<file path="src/rtl/ct_f_spsram_2048x128_ctrl_if.sv">
// Request/response bus for the 2048x128 SRAM controller.
// Handshake: a beat transfers on the rising edge where valid && ready are both high;
// valid never waits on ready, and ready never depends on valid.
interface ct_f_spsram_2048x128_ctrl_if;
   logic         req_vld;
   logic         req_rdy;
   logic         req_wr;
   logic [10:0]  req_addr;
   logic [127:0] req_wdata;
   logic         rsp_vld;
   logic         rsp_rdy;
   logic [127:0] rsp_rdata;

   modport master (
      output req_vld, req_wr, req_addr, req_wdata, rsp_rdy,
      input  req_rdy, rsp_vld, rsp_rdata
   );

   modport slave (
      input  req_vld, req_wr, req_addr, req_wdata, rsp_rdy,
      output req_rdy, rsp_vld, rsp_rdata
   );
endinterface

</file>
<file path="src/rtl/ct_f_spsram_2048x128_ctrl.sv">
// Request-side controller for the 2048x128 single-port SRAM wrapper: zero-fill after
// reset, then full-line reads/writes with in-order read data through a 4-entry FIFO.
module ct_f_spsram_2048x128_ctrl #(
   parameter logic INIT_EN = 1'b1
) (
   input  logic                          CLK,
   input  logic                          RST,
   ct_f_spsram_2048x128_ctrl_if.slave    bus,
   output logic                          init_done,
   output logic                          dbg_state,
   output logic [10:0]                   A,
   output logic                          CEN,
   output logic [127:0]                  D,
   output logic                          GWEN,
   output logic [127:0]                  WEN,
   input  logic [127:0]                  Q
);

   localparam logic [0:0] ST_INIT = 1'b0;
   localparam logic [0:0] ST_RUN  = 1'b1;

   logic [0:0]   state;
   logic [10:0]  init_cnt;
   logic         inflight;
   logic [1:0]   wptr;
   logic [1:0]   rptr;
   logic [2:0]   occ;
   logic [127:0] fifo_mem [4];

   logic         run;
   logic         fire;
   logic         rd_fire;
   logic         push;
   logic         pop;
   logic [3:0]   credit_used;

   assign run         = (state == ST_RUN);
   assign dbg_state   = state[0];
   assign init_done   = run && !RST;

   // A read in the SRAM pipeline already owns a FIFO slot, so it counts against credit.
   assign credit_used = {1'b0, occ} + {3'b000, inflight};
   assign bus.req_rdy = run && !RST && (credit_used < 4'd4);
   assign fire        = bus.req_vld && bus.req_rdy;
   assign rd_fire     = fire && !bus.req_wr;

   assign push          = inflight;
   assign bus.rsp_vld   = (occ != 3'd0);
   assign pop           = bus.rsp_vld && bus.rsp_rdy;
   assign bus.rsp_rdata = fifo_mem[rptr];

   // SRAM pins are combinational so the array op lands on the same edge as the fire.
   always_comb begin
      CEN  = 1'b1;
      GWEN = 1'b1;
      A    = bus.req_addr;
      D    = bus.req_wdata;
      if (!RST) begin
         if (state == ST_INIT) begin
            CEN  = 1'b0;
            GWEN = 1'b0;
            A    = init_cnt;
            D    = '0;
         end else begin
            CEN  = !fire;
            GWEN = !(fire && bus.req_wr);
         end
      end
   end

   assign WEN = {128{GWEN}};

   always_ff @(posedge CLK) begin
      if (RST) begin
         state    <= INIT_EN ? ST_INIT : ST_RUN;
         init_cnt <= '0;
         inflight <= 1'b0;
         wptr     <= '0;
         rptr     <= '0;
         occ      <= '0;
      end else begin
         if (state == ST_INIT) begin
            init_cnt <= init_cnt + 11'd1;
            if (init_cnt == 11'd2047) state <= ST_RUN;
         end
         inflight <= rd_fire;
         if (push) wptr <= wptr + 2'd1;
         if (pop)  rptr <= rptr + 2'd1;
         if (push && !pop)      occ <= occ + 3'd1;
         else if (!push && pop) occ <= occ - 3'd1;
      end
   end

   // Read data arrives one cycle after issue; capture it straight into the FIFO tail.
   always_ff @(posedge CLK) begin
      if (!RST && push) fifo_mem[wptr] <= Q;
   end

   always_ff @(posedge CLK) begin
      if (!RST) assert (!(push && occ == 3'd4));
   end

endmodule

</file>
<file path="src/flat_wrapper.sv">
// flat-port wrapper written by rule: the top's interface ports become plain ports
module ct_f_spsram_2048x128_ctrl_flat 
#(
   parameter logic INIT_EN = 1'b1
)
  (CLK, RST, init_done, dbg_state, A, CEN, D, GWEN, WEN, Q, bus_req_vld, bus_req_wr, bus_req_addr, bus_req_wdata, bus_rsp_rdy, bus_req_rdy, bus_rsp_vld, bus_rsp_rdata);
  ct_f_spsram_2048x128_ctrl_if bus_i ();
  input  logic CLK;
  input  logic RST;
  output logic init_done;
  output logic dbg_state;
  output logic [10:0] A;
  output logic CEN;
  output logic [127:0] D;
  output logic GWEN;
  output logic [127:0] WEN;
  input  logic [127:0] Q;
  input wire logic [$bits(bus_i.req_vld)-1:0] bus_req_vld;
  input wire logic [$bits(bus_i.req_wr)-1:0] bus_req_wr;
  input wire logic [$bits(bus_i.req_addr)-1:0] bus_req_addr;
  input wire logic [$bits(bus_i.req_wdata)-1:0] bus_req_wdata;
  input wire logic [$bits(bus_i.rsp_rdy)-1:0] bus_rsp_rdy;
  output wire logic [$bits(bus_i.req_rdy)-1:0] bus_req_rdy;
  output wire logic [$bits(bus_i.rsp_vld)-1:0] bus_rsp_vld;
  output wire logic [$bits(bus_i.rsp_rdata)-1:0] bus_rsp_rdata;
  assign bus_i.req_vld = bus_req_vld;
  assign bus_i.req_wr = bus_req_wr;
  assign bus_i.req_addr = bus_req_addr;
  assign bus_i.req_wdata = bus_req_wdata;
  assign bus_i.rsp_rdy = bus_rsp_rdy;
  assign bus_req_rdy = bus_i.req_rdy;
  assign bus_rsp_vld = bus_i.rsp_vld;
  assign bus_rsp_rdata = bus_i.rsp_rdata;
  ct_f_spsram_2048x128_ctrl #(.INIT_EN(INIT_EN)) u_core (.CLK(CLK), .RST(RST), .bus(bus_i), .init_done(init_done), .dbg_state(dbg_state), .A(A), .CEN(CEN), .D(D), .GWEN(GWEN), .WEN(WEN), .Q(Q));
endmodule
</file>
<file path="config.mk">
export PLATFORM = sky130hd
export DESIGN_NAME = ct_f_spsram_2048x128_ctrl_flat
export DESIGN_NICKNAME = d
export VERILOG_FILES = /design/src/rtl/ct_f_spsram_2048x128_ctrl_if.sv /design/src/rtl/ct_f_spsram_2048x128_ctrl.sv /design/src/flat_wrapper.sv
export SDC_FILE = /design/constraint.sdc
export NUM_CORES = 1
export LEC_CHECK = 0
export ABC_AREA = 1
export BUFFER_PORTS_ARGS = -buffer_cell sky130_fd_sc_hd__clkbuf_2
export CORE_AREA = 2 2 261 263
export CTS_CLUSTER_DIAMETER = 200
export DETAILED_ROUTE_END_ITERATION = 10
export DIE_AREA = 0 0 263 265
export SLEW_MARGIN = 5
export SYNTH_ARGS = -nofsm -noshare
export SYNTH_HDL_FRONTEND = slang
export SYNTH_SLANG_ARGS = --single-unit
</file>
<file path="constraint.sdc">
create_clock -name CLK -period 9.1 [get_ports CLK]
set_clock_uncertainty 0.1 [all_clocks]
set_input_delay 0.91 -clock CLK [delete_from_list [all_inputs] [get_ports CLK]]
set_output_delay 0.91 -clock CLK [all_outputs]
set_load 0.1 [all_outputs]
</file>
==> key figures, run 1 <==
Cells and area
  – Post-route insts no fill: 3261
  – Layout cells sized above 1: 0.349
  – Multi-input logic area: 4480 um2
  – Layout area overhead: 22.3%
  – Nets: 2615
  – Filler cell count: 6274
  – Register area: 15800 um2

STA
  – Final hold vios: 0
  – Worst-Margin Slew: 1.12 ns
  – Setup ws final: 3.89 ns
  – Minimum clock period: 5.21 ns
  – Max_slew headroom: 0.253
  – Post-route setup TNS: 0 ns
  – Period utilization: 0.572
  – Peak Freq: 192 MHz
  – RSZ-0062 raised after global routing: false
  – Final Max Slew Viols: 0
  – Final setup violation count: 0

Route
  – Post-route DRC: 0
  – Vias: 15500
  – Routed Antenna Nets: 0
  – TritonRoute pass-1 iters: 5
  – WL final: 63100 um
  – DRT iter0 DRCs: 1233
  – Routed length per instance: 19.3 um
  – Drt via density: 4.76

Worst setup path
  – CP delay by family, top: buffers and inverters
  – Critical path buffers and inverters: 3
  – Worst setup SP type: flop
  – CP cell instances: inv_8, buf_4, o21ai_1, o22ai_1, clkbuf_2
  – CP max stage delay: 0.99 ns
  – CP required: 8.09 ns
  – FF-to-FF End: u_core.fifo_mem[3][70]
  – CP max-delay cell: buf_4
  – Reg-to-reg slack, setup: 6.88 ns
  – Worst Path Max Fanout: 160
  – Crit end category: primary output
  – Reg2reg start: u_core.inflight
  – Worst R2R Path Depth: 3
  – WS Path Type: reg -> out
  – Worst path arrival time: 4.20 ns

Yosys
  – Yosys reg bits: 534
  – Area contributors post-synth: edfxtp_1 (69%), nor2_1 (6.7%), buf_4 (4.4%)
  – Cell area after synthesis: 22400 um2
  – Synth unique cells: 26
  – Warnings from Yosys: 0
  – Largest area contributor in the netlist: edfxtp_1
  – Ys async rst share: 0
  – Net Count, Synth: 2103
  – Post-synthesis sequential area ratio: 0.708
  – Post-synth EDFFs: 512
  – Dominant cell by count in the synthesized netlist: edfxtp_1
  – Top-area cell type share of the netlist area: 0.688
  – Synth Area per Inst: 12.3 um2
  – Post-Synthesis Cells: 1824
  – Top_reg_cell synth: edfxtp_1
  – Most common library cells after synthesis: edfxtp_1 (512), nor2_1 (397), inv_1 (155)

CTS
  – Setup bufs post-CTS: 0
  – Post-CTS sizing: 0
  – Root Buffer: clkbuf_16
  – H-tree depth: 2
  – CTS Sinks: 534
  – TritonCTS Buffers: 57
  – CTS tree: yes
  – Hold-fix buffer count after cts: 0
  – Clk buf depth: 3
  – Clk Latency, worst-skew pair: 0.62 ns
  – Clk pin slew, worst setup/hold paths: 0.06 ns

Power and ir drop
  – Pwr Density: 294 nW/um2
  – Logic pwr share: 0.382
  – Pwr Total: 0.00803 W
  – Flop pwr share: 0.343
  – Peak VDD IR: 0.274 mV
  – Pleak: 11.0 nW
  – Clock Power Share: 0.276
  – Net Sw Frac: 0.453
  – Internal power: 0.00440 W
  – Sw power: 0.00364 W

Placement
  – Placed Instances: 3150
  – Port bufs: 672
  – Setup WS pre-CTS: 4.50 ns
  – Routability congestion estimate from global placement: 1.08
  – Dpl hpwl: 40000 um

Status
  – Outcome: finished, final reports clean

Die
  – Die Ht: 265 um
  – Die area: 69700 um2
  – Io pins: 673
  – Rows: 95
  – Core area: 66800 um2
  – Initial Util: 0.335
  – Die width: 263 um

Hold path
  – Hold path start: u_core.rptr[0]
  – Hold/Removal Path Class: reg -> reg
  – Hold Crit Depth: 2

Global route
  – GRT Overall Usage: 0.174
  – Vias in the first global route: 15000
  – Gr ovfl total: 0
  – Global-route wire length before repair: 92100 um
  – Initial antenna violation count: 16
  – Largest net degree at the start of global routing: 161

Flow run
  – Max-Cap Viols: 0
## worst max path at each step
stage                     startpoint                     to  slack (ns)  cells after the start
final                           flop      bus_rsp_rdata[66]        3.89                      5
after global placement          flop      bus_rsp_rdata[66]        4.55                      5
after global routing            flop      bus_rsp_rdata[66]        3.55                      5
after floorplan                  RST  u_core.fifo_mem[0][0]        1.81                      4
after CTS                       flop      bus_rsp_rdata[66]        3.82                      5
after detailed placement        flop      bus_rsp_rdata[66]        4.50                      5
## flip-flops by register name, indices dropped and copies added (netlist names), named ones only
name              cells
u_core.fifo_mem     512
u_core.init_cnt      11
u_core.occ            3
u_core.rptr           2
u_core.wptr           2
u_core.dbg_state      1
u_core.inflight       1
## worst min-delay path: stages (launching register included)
cell,delay (ns)
dfxtp_1,0.32
nand2_1,0.08
a21oi_1,0.08
## metal layers
metal  global-route usage  wire [um]  vias to the layer above
met5                    0        118                        -
met4               0.0445       1270                       18
met3               0.0744       6630                      104
met2                0.277      28900                      617
met1                0.218      26200                     7504
li1                     -          -                     7293
## per-stage QoR
step,area [um2],hold WS [ns],util
final,27300,0.402,0.409
after CTS,27300,0.371,0.409
after floorplan,22400,0.359,-
after global placement,25500,0.374,0.382
after detailed placement,25500,0.391,0.382
after global routing,27300,0.389,0.409
## power by group through the flow
stage / Clock, W / Sequential (W) / Combinational, W
after floorplan: 0 / 0.00276 / 0.00265
after global placement: 0 / 0.00280 / 0.00306
after detailed placement: 0 / 0.00281 / 0.00308
after CTS: 0.00227 / 0.00275 / 0.00308
after global routing: 0.00236 / 0.00276 / 0.00319
final: 0.00222 / 0.00275 / 0.00307
## logic make-up after synthesis
group | share of synthesized area
AOI/OAI and AO/OA | 0.111
adders and majority gates | 0.00425
buffers and inverters | 0.0938
DFF | 0.708
and+or+nand+nor | 0.0832
## layout by cell type (no fill, tap or decap), types with 10 or more instances in the layout
cell	instances
o22ai_1	88
o21ai_0	139
inv_1	155
clkbuf_16	58
nor2_1	393
edfxtp_1	512
nor2_2	10
a21oi_1	14
clkinv_2	14
clkbuf_2	672
o21ai_1	133
clkinv_1	16
dfxtp_1	20
o22ai_2	40
nand2_1	50
nand3_1	13
## layout make-up
type                            instances  area share
Timing Repair Buffer                  683       0.128
Clock buffer                           66      0.0542
Sequential cell                       534       0.579
Inverter                              161      0.0225
Tap cell                              873      0.0400
Antenna cell                            4    0.000366
Multi-Input combinational cell        899       0.164
Clock inverter                         41      0.0121
Power figures use the tool's default switching activity.
==> run 2: changes to the inputs <==
--- a/config.mk
+++ b/config.mk
@@ -5,12 +5,12 @@
 export SDC_FILE = /design/constraint.sdc
 export NUM_CORES = 1
 export LEC_CHECK = 0
-export ABC_AREA = 1
+export ABC_AREA = 0
 export BUFFER_PORTS_ARGS = -buffer_cell sky130_fd_sc_hd__clkbuf_2
-export CORE_AREA = 2 2 261 263
+export CORE_AREA = 2 2 263 265
 export CTS_CLUSTER_DIAMETER = 200
 export DETAILED_ROUTE_END_ITERATION = 10
-export DIE_AREA = 0 0 263 265
+export DIE_AREA = 0 0 265 267
 export SLEW_MARGIN = 5
 export SYNTH_ARGS = -nofsm -noshare
 export SYNTH_HDL_FRONTEND = slang
==> constraint.sdc (replaced) <==
create_clock -name CLK -period 4.6 [get_ports CLK]
set_clock_uncertainty 0.1 [all_clocks]
set_input_delay 0.46 -clock CLK [delete_from_list [all_inputs] [get_ports CLK]]
set_output_delay 0.46 -clock CLK [all_outputs]
set_load 0.1 [all_outputs]
==> run 2 against run 1 <==
Clock power is 87% higher. Critical path depth fell by 2. Flip-flop and latch count did not move. Non-clock buffer count grew 146. Setup slack got worse by 2.8 ns. Critical endpoint is now bus_rsp_rdata[58].
==> key figures, run 2 <==
Route
  – Post-route DRC: 0
  – Drt via density: 4.64
  – DRT iter0 DRCs: 788
  – TritonRoute pass-1 iters: 5
  – Routed length per instance: 26.2 um
  – Routed Antenna Nets: 0
  – WL final: 70900 um
  – Vias: 12600

STA
  – Minimum clock period: 3.51 ns
  – Final setup violation count: 0
  – RSZ-0062 raised after global routing: false
  – Final hold vios: 0
  – Period utilization: 0.764
  – Peak Freq: 285 MHz
  – Tightest hold margin: 0.187 ns
  – Worst-Margin Slew: 0.940 ns
  – Final Max Slew Viols: 0
  – Post-route setup TNS: 0 ns
  – Max_slew headroom: 0.373

Die
  – Rows: 96
  – Die Ht: 267 um
  – Io pins: 673
  – Die area: 70800 um2
  – Die width: 265 um
  – Core area: 68000 um2
  – Initial Util: 0.315

Global route
  – Global-route wire length before repair: 96700 um
  – GRT Overall Usage: 0.194
  – Largest net degree at the start of global routing: 130
  – Gr ovfl total: 0
  – Initial antenna violation count: 17
  – Vias in the first global route: 13000

Yosys
  – Top_reg_cell synth: edfxtp_1
  – Post-synth EDFFs: 512
  – Largest area contributor in the netlist: edfxtp_1
  – Mux share of post-synthesis cell area: 0.142
  – Dominant cell by count in the synthesized netlist: edfxtp_1
  – Xor/xnor share of the synthesized area: 0.00368
  – Warnings from Yosys: 0
  – Area contributors post-synth: edfxtp_1 (72%), mux4_2 (13%), buf_4 (4.6%)
  – Cell area after synthesis: 21400 um2
  – Synth unique cells: 36
  – Most common library cells after synthesis: edfxtp_1 (512), nor2b_1 (131), buf_4 (130)
  – Post-Synthesis Cells: 1062
  – Post-Synth Adder-Cell Area: 0.00445
  – Ys async rst share: 0
  – Yosys reg bits: 534
  – Post-synthesis sequential area ratio: 0.739
  – Top-area cell type share of the netlist area: 0.719
  – Net Count, Synth: 1341
  – Synth Area in Compound Gates: 0.00485
  – Post-Synth Simple-Gate Area: 0.0496
  – Synth Area per Inst: 20.1 um2
  – Largest family of logic cells by synthesized area: multiplexers

Power and ir drop
  – Pleak: 10.4 nW
  – Pwr Total: 0.0150 W
  – Pwr Density: 536 nW/um2
  – Peak VDD IR: 0.291 mV

Cells and area
  – Layout cells sized above 1: 0.509
  – Largest register FFs: 512
  – Largest regs: u_core.fifo_mem x512, u_core.init_cnt x11, u_core.occ x3
  – Final Cell Area: 28000 um2
  – Nets: 2054
  – Largest Register: u_core.fifo_mem
  – Commonest non-fill, non-tap cell in the layout: clkbuf_2
  – Filler cell count: 6225
  – Layout area overhead: 31.0%
  – Most frequent cells in the layout: clkbuf_2 (672), edfxtp_1 (512), nor2b_1 (131)

Worst setup path
  – Worst Path Max Fanout: 38
  – Worst R2R Path Depth: 3
  – FF-to-FF End: u_core.fifo_mem[2][50]
  – Reg-to-reg slack, setup: 2.20 ns
  – WS Path Type: reg -> out
  – Worst setup SP type: flop
  – Worst path arrival time: 2.95 ns
  – CP required: 4.04 ns
  – Reg2reg start: u_core.inflight
  – Crit end category: primary output

CTS
  – Clk Latency, worst-skew pair: 0.58 ns
  – Setup bufs post-CTS: 0
  – Clk pin slew, worst setup/hold paths: 0.07 ns
  – CTS tree: yes
  – CTS Sinks: 534
  – TritonCTS Buffers: 56
  – Root Buffer: clkbuf_16
  – H-tree depth: 2
  – Clk buf depth: 3

Placement
  – Cell Area, Placed: 25000 um2
  – Routability congestion estimate from global placement: 1.02
  – Dpl hpwl: 53000 um
  – Port bufs: 672

Hold path
  – Hold Path End: u_core.rptr[0]
  – Hold/Removal Path Class: in -> reg
  – Hold Crit Depth: 4
  – Hold path start: bus_rsp_rdy

Flow run
  – Max-Cap Viols: 0

Status
  – Outcome: finished, final reports clean
==> run 2: where the power goes <==
part | internal, W | total, W | switching [W] | leakage, nW
Clock | 0.00236 | 0.00416 | 0.00180 | 0.811
Combinational | 0.00116 | 0.00537 | 0.00421 | 4.77
Sequential | 0.00535 | 0.00550 | 0.000149 | 4.78
Total | 0.00887 | 0.0150 | 0.00616 | 10.4
==> run 2: worst max path at each step <==
stage / from / to / cells after the start
6_report: flop / bus_rsp_rdata[58] / 3
5_1_grt: flop / bus_rsp_rdata[10] / 3
4_1_cts: flop / bus_rsp_rdata[58] / 3
3_5_place_dp: RST / A[4] / 5
3_3_place_gp: RST / A[4] / 5
2_1_floorplan: u_core.dbg_state / WEN[0] / 5
==> run 2: layer usage <==
metal  routed length (um)  track usage
met4                 2410       0.0684
met2                37800        0.356
met3                 4320       0.0483
met5                   56            0
met1                26400        0.219
==> run 2: kinds of logic after synthesis <==
| family | after synthesis |
|---|---|
| flops | 534 |
| fa+ha+maj | 7 |
| xor+xnor | 9 |
| buf+inv | 180 |
| compound gates | 18 |
| mux | 142 |
| simple gates | 172 |
==> run 2: what timing repair did <==
| item | in CTS | in global routing |
|---|---|---|
| gates resized for setup | 0 | 0 |
| hold endpoints to repair | 513 | 0 |
| hold buffers | 129 | 0 |
==> run 2: cell type report <==
class	instances	area [um2]	share of cell area
Antenna cell	6	15.0	0.000536
Tap cell	882	1100	0.0394
Inverter	6	22.5	0.000803
Sequential cell	534	15800	0.565
Clock inverter	28	221	0.00790
Clock buffer	73	1470	0.0523
Timing Repair Buffer	829	4980	0.178
Multi-Input combinational cell	348	4400	0.157
==> run 2: worst max-delay path: stages (launching register included) <==
cell	delay (ns)
dfxtp_4	0.94
buf_4	0.42
mux4_2	0.54
clkbuf_2	0.40
==> run 2: through the flow <==
step / cells / setup slack, ns / utilization
CTS: 2700 / 0.922 / 0.412
global route: 2701 / 0.849 / 0.412
finish: 2706 / 1.09 / 0.412
detailed placement: 2470 / 1.38 / 0.368
global placement: 2470 / 1.43 / 0.368
floorplan: 1062 / 0.247 / -
